`src/rtl/regfile_ctrl_pkg.sv`:
```
// Shared definitions for the register-file controller: command opcodes, FSM states
// and default data/address widths.
package regfile_ctrl_pkg;

    localparam int DATA_W_DEF = 8;
    localparam int ADDR_W_DEF = 2;

    typedef enum logic [1:0] {
        OP_NOP   = 2'b00,
        OP_WRITE = 2'b01,
        OP_READ  = 2'b10,
        OP_COPY  = 2'b11
    } op_e;

    typedef enum logic [2:0] {
        IDLE,
        WR,
        RD,
        RESP,
        CP_RD,
        CP_WR
    } state_e;

endpackage

```
`src/rtl/regfile_ctrl_if.sv`:
```
// Command/response bus between a requester (master) and the register-file controller (slave).
interface regfile_ctrl_if #(
    parameter int DATA_W = regfile_ctrl_pkg::DATA_W_DEF,
    parameter int ADDR_W = regfile_ctrl_pkg::ADDR_W_DEF
);
    import regfile_ctrl_pkg::*;

    logic              cmd_valid;
    logic              cmd_ready;
    op_e               cmd_op;
    logic [ADDR_W-1:0] cmd_addr;
    logic [ADDR_W-1:0] cmd_src;
    logic [DATA_W-1:0] cmd_data;
    logic              rsp_valid;
    logic              rsp_ready;
    logic [DATA_W-1:0] rsp_data;

    modport master (
        output cmd_valid, cmd_op, cmd_addr, cmd_src, cmd_data, rsp_ready,
        input  cmd_ready, rsp_valid, rsp_data
    );

    modport slave (
        input  cmd_valid, cmd_op, cmd_addr, cmd_src, cmd_data, rsp_ready,
        output cmd_ready, rsp_valid, rsp_data
    );

endinterface

```
`src/rtl/regfile_ctrl.sv`:
```
// Register-file controller: one command in flight, WRITE / READ with response / optional COPY.
// Define REGFILE_CTRL_COPY_EN to enable COPY; otherwise op 11 is accepted and treated as NOP.
module regfile_ctrl
    import regfile_ctrl_pkg::*;
#(
    parameter int DATA_W = DATA_W_DEF,
    parameter int ADDR_W = ADDR_W_DEF
) (
    input  logic              clk,
    input  logic              clr,
    regfile_ctrl_if.slave     bus,
    output logic [DATA_W-1:0] rf_din,
    output logic [ADDR_W-1:0] rf_a_write,
    output logic              rf_en_decode,
    output logic              rf_crw,
    output logic [ADDR_W-1:0] rf_a_read,
    output logic              rf_en_tri,
    input  logic [DATA_W-1:0] rf_dout,
    output logic              busy
);

    state_e            state_q, state_d;
    logic              cmd_ready_q, cmd_ready_d;
    logic              rsp_valid_q, rsp_valid_d;
    logic [DATA_W-1:0] rsp_data_q, rsp_data_d;
    logic [DATA_W-1:0] rf_din_q, rf_din_d;
    logic [ADDR_W-1:0] rf_a_write_q, rf_a_write_d;
    logic              rf_wr_q, rf_wr_d;
    logic [ADDR_W-1:0] rf_a_read_q, rf_a_read_d;
    logic              rf_en_tri_q, rf_en_tri_d;

`ifdef REGFILE_CTRL_COPY_EN
    logic [ADDR_W-1:0] dst_q, dst_d;
`else
    // COPY source is meaningless without the COPY feature.
    logic unused_src;
    assign unused_src = ^bus.cmd_src;
`endif

    // All outputs are registered: next-state logic computes what the next cycle drives.
    always_comb begin
        // NOTE: every signal gets a default first so no path leaves it unassigned (no latch).
        state_d      = state_q;
        cmd_ready_d  = 1'b0;
        rsp_valid_d  = 1'b0;
        rsp_data_d   = rsp_data_q;
        rf_din_d     = '0;
        rf_a_write_d = '0;
        rf_wr_d      = 1'b0;
        rf_a_read_d  = '0;
        rf_en_tri_d  = 1'b0;
`ifdef REGFILE_CTRL_COPY_EN
        dst_d        = dst_q;
`endif
        unique case (state_q)
            IDLE: begin
                cmd_ready_d = 1'b1;
                if (bus.cmd_valid && cmd_ready_q) begin
                    unique case (bus.cmd_op)
                        OP_WRITE: begin
                            state_d      = WR;
                            cmd_ready_d  = 1'b0;
                            rf_wr_d      = 1'b1;
                            rf_a_write_d = bus.cmd_addr;
                            rf_din_d     = bus.cmd_data;
                        end
                        OP_READ: begin
                            state_d     = RD;
                            cmd_ready_d = 1'b0;
                            rf_en_tri_d = 1'b1;
                            rf_a_read_d = bus.cmd_addr;
                        end
`ifdef REGFILE_CTRL_COPY_EN
                        OP_COPY: begin
                            state_d     = CP_RD;
                            cmd_ready_d = 1'b0;
                            rf_en_tri_d = 1'b1;
                            rf_a_read_d = bus.cmd_src;
                            dst_d       = bus.cmd_addr;
                        end
`endif
                        default: ;
                    endcase
                end
            end
            WR: begin
                state_d     = IDLE;
                cmd_ready_d = 1'b1;
            end
            RD: begin
                state_d     = RESP;
                rsp_valid_d = 1'b1;
                rsp_data_d  = rf_dout;
            end
            RESP: begin
                if (bus.rsp_ready) begin
                    state_d     = IDLE;
                    cmd_ready_d = 1'b1;
                end else begin
                    rsp_valid_d = 1'b1;
                end
            end
`ifdef REGFILE_CTRL_COPY_EN
            CP_RD: begin
                // The captured value lives in the write-data register for the CP_WR cycle.
                state_d      = CP_WR;
                rf_wr_d      = 1'b1;
                rf_a_write_d = dst_q;
                rf_din_d     = rf_dout;
            end
            CP_WR: begin
                state_d     = IDLE;
                cmd_ready_d = 1'b1;
            end
`endif
            default: begin
                state_d     = IDLE;
                cmd_ready_d = 1'b1;
            end
        endcase
    end

    always_ff @(posedge clk) begin
        // NOTE: sequential state uses non-blocking assignments so every register samples pre-edge values.
        if (clr) begin
            state_q      <= IDLE;
            cmd_ready_q  <= 1'b0;
            rsp_valid_q  <= 1'b0;
            rsp_data_q   <= '0;
            rf_din_q     <= '0;
            rf_a_write_q <= '0;
            rf_wr_q      <= 1'b0;
            rf_a_read_q  <= '0;
            rf_en_tri_q  <= 1'b0;
`ifdef REGFILE_CTRL_COPY_EN
            dst_q        <= '0;
`endif
        end else begin
            state_q      <= state_d;
            cmd_ready_q  <= cmd_ready_d;
            rsp_valid_q  <= rsp_valid_d;
            rsp_data_q   <= rsp_data_d;
            rf_din_q     <= rf_din_d;
            rf_a_write_q <= rf_a_write_d;
            rf_wr_q      <= rf_wr_d;
            rf_a_read_q  <= rf_a_read_d;
            rf_en_tri_q  <= rf_en_tri_d;
`ifdef REGFILE_CTRL_COPY_EN
            dst_q        <= dst_d;
`endif
        end
    end

    assign bus.cmd_ready = cmd_ready_q;
    assign bus.rsp_valid = rsp_valid_q;
    assign bus.rsp_data  = rsp_data_q;
    assign rf_din        = rf_din_q;
    assign rf_a_write    = rf_a_write_q;
    assign rf_en_decode  = rf_wr_q;
    assign rf_crw        = rf_wr_q;
    assign rf_a_read     = rf_a_read_q;
    assign rf_en_tri     = rf_en_tri_q;
    assign busy          = (state_q != IDLE);

endmodule

```
`src/flat_wrapper.sv`:
```
// flat-port wrapper written by rule: the top's interface ports become plain ports
module regfile_ctrl_flat import regfile_ctrl_pkg::*;
#(
    parameter int DATA_W = DATA_W_DEF,
    parameter int ADDR_W = ADDR_W_DEF
)
  (clk, clr, rf_din, rf_a_write, rf_en_decode, rf_crw, rf_a_read, rf_en_tri, rf_dout, busy, bus_cmd_valid, bus_cmd_op, bus_cmd_addr, bus_cmd_src, bus_cmd_data, bus_rsp_ready, bus_cmd_ready, bus_rsp_valid, bus_rsp_data);
  regfile_ctrl_if #(.DATA_W(DATA_W), .ADDR_W(ADDR_W)) bus_i ();
  input  logic clk;
  input  logic clr;
  output logic [DATA_W-1:0] rf_din;
  output logic [ADDR_W-1:0] rf_a_write;
  output logic rf_en_decode;
  output logic rf_crw;
  output logic [ADDR_W-1:0] rf_a_read;
  output logic rf_en_tri;
  input  logic [DATA_W-1:0] rf_dout;
  output logic busy;
  input wire logic [$bits(bus_i.cmd_valid)-1:0] bus_cmd_valid;
  input wire logic [$bits(bus_i.cmd_op)-1:0] bus_cmd_op;
  input wire logic [$bits(bus_i.cmd_addr)-1:0] bus_cmd_addr;
  input wire logic [$bits(bus_i.cmd_src)-1:0] bus_cmd_src;
  input wire logic [$bits(bus_i.cmd_data)-1:0] bus_cmd_data;
  input wire logic [$bits(bus_i.rsp_ready)-1:0] bus_rsp_ready;
  output wire logic [$bits(bus_i.cmd_ready)-1:0] bus_cmd_ready;
  output wire logic [$bits(bus_i.rsp_valid)-1:0] bus_rsp_valid;
  output wire logic [$bits(bus_i.rsp_data)-1:0] bus_rsp_data;
  assign bus_i.cmd_valid = bus_cmd_valid;
  assign bus_i.cmd_op = bus_cmd_op;
  assign bus_i.cmd_addr = bus_cmd_addr;
  assign bus_i.cmd_src = bus_cmd_src;
  assign bus_i.cmd_data = bus_cmd_data;
  assign bus_i.rsp_ready = bus_rsp_ready;
  assign bus_cmd_ready = bus_i.cmd_ready;
  assign bus_rsp_valid = bus_i.rsp_valid;
  assign bus_rsp_data = bus_i.rsp_data;
  regfile_ctrl #(.DATA_W(DATA_W), .ADDR_W(ADDR_W)) u_core (.clk(clk), .clr(clr), .bus(bus_i), .rf_din(rf_din), .rf_a_write(rf_a_write), .rf_en_decode(rf_en_decode), .rf_crw(rf_crw), .rf_a_read(rf_a_read), .rf_en_tri(rf_en_tri), .rf_dout(rf_dout), .busy(busy));
endmodule
```
`config.mk`:
```
export PLATFORM = sky130hd
export DESIGN_NAME = regfile_ctrl_flat
export DESIGN_NICKNAME = d
export VERILOG_FILES = /design/src/rtl/regfile_ctrl_pkg.sv /design/src/rtl/regfile_ctrl_if.sv /design/src/rtl/regfile_ctrl.sv /design/src/flat_wrapper.sv
export SDC_FILE = /design/constraint.sdc
export NUM_CORES = 1
export LEC_CHECK = 0
export ABC_AREA = 1
export BUFFER_PORTS_ARGS = -buffer_cell sky130_fd_sc_hd__buf_4
export CAP_MARGIN = 20
export CORE_MARGIN = 3
export CORE_UTILIZATION = 38
export DETAILED_ROUTE_END_ITERATION = 16
export PLACE_DENSITY = 0.73
export SETUP_SLACK_MARGIN = 0.4
export SLEW_MARGIN = 30
export SYNTH_ARGS = -nofsm -noshare
export SYNTH_HDL_FRONTEND = slang
export SYNTH_SLANG_ARGS = --single-unit
```
`constraint.sdc`:
```
create_clock -name clk -period 0.8 [get_ports clk]
set_input_delay 0.04 -clock clk [delete_from_list [all_inputs] [get_ports clk]]
set_output_delay 0.04 -clock clk [all_outputs]
set_load 0.005 [all_outputs]
```
==> key figures, run 1 <==
Critical path
  • Cell mode on critical path: buf_6
  • Reg2Reg Depth: 6
  • Critical path's slowest cell: dfxtp_2
  • Reg2reg end: u_core.bus.rsp_data[6]
  • Worst path cell trace: nor2_4 > buf_6 > inv_2 > buf_6
  • Worst path arrival time: 1030 ps
  • Setup CP Type: reg -> out
  • Worst setup EP type: primary output
  • Worst-path fanout max: 4
  • Register-to-register setup slack: -230 ps
  • Largest stage delay on the critical path: 370 ps
  • Worst path required time: 760 ps
  • Delay-heaviest family, CP: flip-flops
  • Setup crit start kind: flip-flop
  • Worst path bufs/invs: 3
  • Reg-to-Reg Start: u_core.state_q[0]

Finish
  • Area grow syn2layout: 72.2%
  • Diode count: 0
  • Final #Nets: 190
  • Post-route cell area: 0.00164 mm2
  • Fin util: 71.2%
  • Share of cells above drive strength 1: 70.0%
  • Fin cells: 188

CTS
  • CTS Root Cell: clkbuf_4
  • Clk buf depth: 2
  • CTS Buf Count: 3
  • CTS tree: done
  • Total number of H-tree levels: 1
  • Clock latency on the worst-skew pair: 310 ps
  • CTS clock-pin slew for the worst setup and hold paths: 130 ps
  • Clk sink count: 26

GRT
  • First-pass GRT wire length: 3800 um
  • Largest net degree at the start of global routing: 15
  • Congestion Overflow GR: 0
  • Initial antenna violation count: 0
  • GRT Total Usage: 15.1%
  • Vias in the first global route: 812

Die
  • Die extent in y: 56.0 um
  • Io pins: 52
  • Initial core utilization: 41.3%
  • Die X: 56.0 um
  • Core Footprint: 0.00230 mm2
  • Die ar.: 0.00313 mm2
  • FP Rows: 17

STA
  • Slew headroom: 78.7%
  • Final Setup Violations: 41
  • Final hold slack: -135 ps
  • Setup ws final: -269 ps
  • Minimum clock period: 1070 ps
  • FMAX: 0.935 GHz
  • Fin Clk Skew: 3.10 ps
  • RSZ-0062 raised after global routing: yes
  • Final hold vios: 17
  • Actual slew at the worst max-slew pin: 319 ps
  • Final slew viol count: 0
  • Setup TNS: -5140 ps
  • Period utilization: 134%

Pwr
  • Clock power frac: 25.0%
  • Gate power share: 15.5%
  • Max VDD drop: 0.729 mV
  • Switching share of power: 24.0%
  • Pint: 1.71 mW
  • Flop pwr share: 59.5%
  • Switch Pwr: 538 uW
  • Static leakage: 0.739 nW
  • Final Total Pwr: 2.24 mW
  • Power Dens Cells: 1370 mW/mm2

Status
  • Failing checks: hold timing, setup timing
  • Status: finished with violations

Detailed routing
  • Antenna-violating nets left: 0
  • Avg WL per Cell: 12.6 um
  • DRC viols: 0
  • Final wirelength: 2370 um
  • Via density: 4.59
  • First drt pass iteration count: 4
  • Initial drt markers: 17
  • Vias: 863

Synthesis
  • Compound-cell area share of the yosys netlist: 4.74%
  • Largest family of logic cells by synthesized area: simple AND/OR/NAND/NOR gates
  • Mapped cell area: 950 um2
  • Synth Area in Simple Gates: 28.3%
  • Mapped Avg Cell Area: 9.13 um2
  • Syn_nets: 133
  • Synth Area in XOR/XNOR: 0%
  • Warning count from the yosys run: 0
  • Flops & latches, synth: 26
  • Adder-cell share of the synthesized area: 3.95%
  • Mapped Cells: 104
  • Sequential-to-total area share from yosys stat: 54.8%
  • Yosys cell types: 18
  • Mux contribution to synthesized area: 0%

Placement
  • Placer Congestion: 0.742
  • Placed Cells: 182
  • Port Buffers: 49
  • Area after DPL: 0.00137 mm2
  • Hpwl dp: 1650 um
  • Post-Place Setup Slack: -126 ps

Hold path
  • Hold-critical path endpoint: u_core.bus.rsp_valid
  • Hold path startpoint: clr
  • Hold path cells: 2
  • Hold crit path type: in -> reg

Run
  • Max-Cap Viols: 0
[flip-flops by register name, summed over array words and instances, names as in the netlist]
name / count
u_core.bus.rsp_data: 8
u_core.rf_din: 8
u_core.rf_a_read: 2
u_core.rf_a_write: 2
u_core.state_q: 2
u_core.bus.cmd_ready: 1
u_core.bus.rsp_valid: 1
u_core.rf_crw: 1
u_core.rf_en_tri: 1
[final cells by class]
cell class              instances  area [um2]
flip-flops and latches         26         548
well taps                      28        35.0
multi-input cells              62         467
clock buffers                   4        26.3
repair buffers                 57         518
fillers                       159         662
inverters                      11        41.3
[Yosys cell counts (all sizes together)]
cell | n | area share (%)
or2 | 1 | 0.66
nor3 | 5 | 2.6
o21ai | 8 | 4.2
ha | 3 | 4.0
inv | 11 | 4.3
nand2 | 8 | 4.0
buf | 5 | 3.8
nand3 | 6 | 3.2
nor2 | 22 | 9.5
nor3b | 8 | 8.4
a21oi | 1 | 0.53
dfxtp | 26 | 55
[repair_timing]
item / 4_1_cts / 5_1_grt
setup endpoints to repair: 52 / 52
pin swaps: 4 / 1
hold endpoints to repair: 19 / 17
gates resized for setup: 51 / 17
buffers inserted: 2 / 0
[kinds of logic after synthesis]
kind of cell / after synthesis
AND/OR/NAND/NOR: 50
flip-flops: 26
buffers and inverters: 16
AO/OA/AOI/OAI: 9
adder cells (fa/ha/maj): 3
[power groups by stage]
| stage | clock network (mW) | registers, mW | logic, mW |
|---|---|---|---|
| floorplan | 0 | 1.36 | 0.123 |
| global placement | 0 | 1.36 | 0.264 |
| detailed placement | 0 | 1.36 | 0.270 |
| CTS | 0.559 | 1.33 | 0.328 |
| global route | 0.615 | 1.34 | 0.379 |
| finish | 0.561 | 1.34 | 0.348 |
[layer usage]
metal  vias up  track usage (%)  routed length [um]
met2        25             26.5                1230
met3         6            0.928                  96
met5         -                0                   0
li1        440                -                   -
met1       392             18.4                 973
met4         0             7.80                  65
[placed cells by master (no fill, tap or decap)]
| cell type | count |
|---|---|
| a21oi_2 | 1 |
| nor3_4 | 1 |
| nor2_1 | 20 |
| o21ai_4 | 1 |
| nand3_2 | 2 |
| buf_4 | 33 |
| nand2_1 | 5 |
| nand2_2 | 2 |
| clkbuf_4 | 3 |
| clkbuf_1 | 1 |
| dfxtp_2 | 19 |
| or2_2 | 1 |
| nor2_2 | 1 |
| nor3_2 | 4 |
| o21ai_1 | 1 |
| nand3_1 | 4 |
| nor2_4 | 1 |
| o21ai_2 | 6 |
| nand2_8 | 1 |
| buf_6 | 24 |
| nor3b_2 | 8 |
| dfxtp_1 | 6 |
| inv_2 | 3 |
| dfxtp_4 | 1 |
| ha_1 | 3 |
| inv_1 | 8 |
[worst max-delay path by stage]
stage                                 start                      to  slack (ps)  cells past startpoint
final                     u_core.state_q[1]                    busy        -270                      4
after global routing      u_core.state_q[1]                    busy        -310                      4
after global placement    u_core.state_q[0]  u_core.bus.rsp_data[0]         -80                      5
after CTS                 u_core.state_q[0]                    busy        -260                      4
after floorplan           u_core.state_q[1]        u_core.rf_din[3]         -80                      4
after detailed placement  u_core.state_q[1]     u_core.rf_a_read[0]        -130                      3
No activity file was read; power rests on OpenSTA's default activity.
==> inputs of run 2 (changes only) <==
- CELL_PAD_IN_SITES_DETAIL_PLACEMENT: not set -> 0
- CELL_PAD_IN_SITES_GLOBAL_PLACEMENT: not set -> 2
- CORE_UTILIZATION: 38 -> 21
- PLACE_DENSITY: 0.73 -> 0.78
==> run 2 against run 1 <==
  * The run still ends with hold timing, setup timing left
  * Final cell count grew 12%
  * Power up 6.4%
  * Global-route usage is 7.0 points lower
  * Register-to-register slack better by 20 ps
  * Sequential share of layout area is 0.10 points lower
  * Critical path type is now reg -> reg
  * Largest cell class unchanged
==> key figures, run 2 (synthesis results as in run 1) <==
STA
  • RSZ-0062 raised after global routing: yes
  • Actual slew at the worst max-slew pin: 288 ps
  • Final slew viol count: 0
  • Fin Clk Skew: 2.73 ps
  • Minimum clock period: 1010 ps
  • FMAX: 0.993 GHz
  • Slew headroom: 80.8%
  • Final hold vios: 1
  • Setup ws final: -207 ps
  • Period utilization: 126%
  • Final hold slack: -70.3 ps
  • Final Setup Violations: 26

Run
  • Max-Cap Viols: 0

Finish
  • Most common cell after layout, fill and taps aside: buf_4
  • Most frequent cells in the layout: 31 x buf_4, 26 x buf_6, 21 x nor2_1, 19 x dfxtp_2, 8 x inv_1
  • Diode count: 0
  • Area grow syn2layout: 75.1%
  • Fin cells: 210
  • Share of cells above drive strength 1: 67.5%
  • Final #Nets: 190

GRT
  • Met3 GRT Util: 0.826%
  • First-pass GRT wire length: 3480 um
  • Largest net degree at the start of global routing: 15
  • GRT Total Usage: 8.18%
  • M1 GR Usage: 9.25%
  • Met2 Track Usage GR: 15.2%
  • Initial antenna violation count: 0
  • Most Crowded Layer GR: met2
  • Congestion Overflow GR: 0
  • Vias in the first global route: 826

Critical path
  • Setup crit start kind: flip-flop
  • Delay-heaviest family, CP: simple AND/OR/NAND/NOR gates
  • Setup CP Type: reg -> reg
  • Worst path arrival time: 1180 ps
  • Worst-path fanout max: 14
  • Worst path cell trace: nor2_4 > buf_4 > nand2_8 > nor3b_1
  • Worst setup EP type: flip-flop
  • Largest stage delay on the critical path: 370 ps
  • Critical path's slowest cell: dfxtp_4
  • Worst path bufs/invs: 1
  • Worst path required time: 980 ps

Die
  • Initial core utilization: 22.8%
  • FP Rows: 23
  • Die X: 73.2 um
  • Die extent in y: 73.2 um
  • Core Footprint: 0.00417 mm2
  • Die ar.: 0.00536 mm2
  • Io pins: 52

CTS
  • Clock latency on the worst-skew pair: 260 ps
  • Total number of H-tree levels: 1
  • Clk buf depth: 2
  • Clk sink count: 26
  • CTS Buf Count: 3
  • CTS tree: done
  • CTS Root Cell: clkbuf_8
  • CTS clock-pin slew for the worst setup and hold paths: 80 ps

Placement
  • Hpwl dp: 1850 um
  • Port Buffers: 49
  • Placed Cells: 204
  • Placer Congestion: 0.771

Pwr
  • Final Total Pwr: 2.39 mW
  • Max VDD drop: 0.547 mV
  • Power Dens Cells: 1440 mW/mm2
  • Static leakage: 0.746 nW

Hold path
  • Hold crit path type: in -> reg

Detailed routing
  • DRC viols: 0
  • First drt pass iteration count: 4
  • Final wirelength: 2320 um
  • Vias: 847
  • Avg WL per Cell: 11.0 um
  • Initial drt markers: 26
  • Antenna-violating nets left: 0
  • Via density: 4.03

Status
  • Failing checks: hold timing, setup timing
  • Status: finished with violations
## run 2: cell counts in the layout (fill, tap and decap cells not counted)
No cell type changed its count.
## run 2: report_power, final
| part | switching, mW | internal [mW] |
|---|---|---|
| logic | 0.140 | 0.196 |
| registers | 0.0197 | 1.31 |
| clock network | 0.366 | 0.355 |
| total | 0.525 | 1.86 |
## run 2: what timing repair did
action | in CTS | in global routing
setup buffers | 2 | 0
pin swaps | 3 | 2
endpoints found under the hold margin | 1 | 1
gates resized for setup | 52 | 16
setup endpoints to repair | 52 | 52
## run 2: layout make-up
class / instances / area [um2]
Inverter: 11 / 41.3
Tap cell: 50 / 62.6
Sequential cell: 26 / 556
Fill cell: 414 / 2510
Multi-Input combinational cell: 62 / 433
Timing Repair Buffer: 57 / 526
Clock buffer: 4 / 45.0
## run 2: path summary, 6_finish.rpt
kind | from | endpoint | slack (ps) | cells after the start
worst max register to register | u_core.state_q[0] | u_core.rf_din[1] | -210 | 4
worst max-delay path | u_core.state_q[0] | u_core.rf_din[1] | -210 | 4
worst min register to register | u_core.bus.rsp_data[1] | u_core.bus.rsp_data[1] | 490 | 2
worst min-delay path | clr | u_core.bus.rsp_valid | -70 | 2
## run 2: through the flow
stage	cell area (um2)	util, %	setup slack, ps	TNS, ps
4_1_cts	1620	38.8	-218	-3370
3_5_place_dp	1400	33.5	-154	-2270
6_report	1660	39.9	-207	-3260
5_1_grt	1660	39.9	-249	-4700
2_1_floorplan	967	-	-82.8	-928
3_3_place_gp	1400	33.5	-126	-1950
## run 2: layer usage
metal	share of wire (%)	routed length [um]
met4	0.99	23
met5	0	0
met3	3.1	72
met1	39	895
met2	57	1330
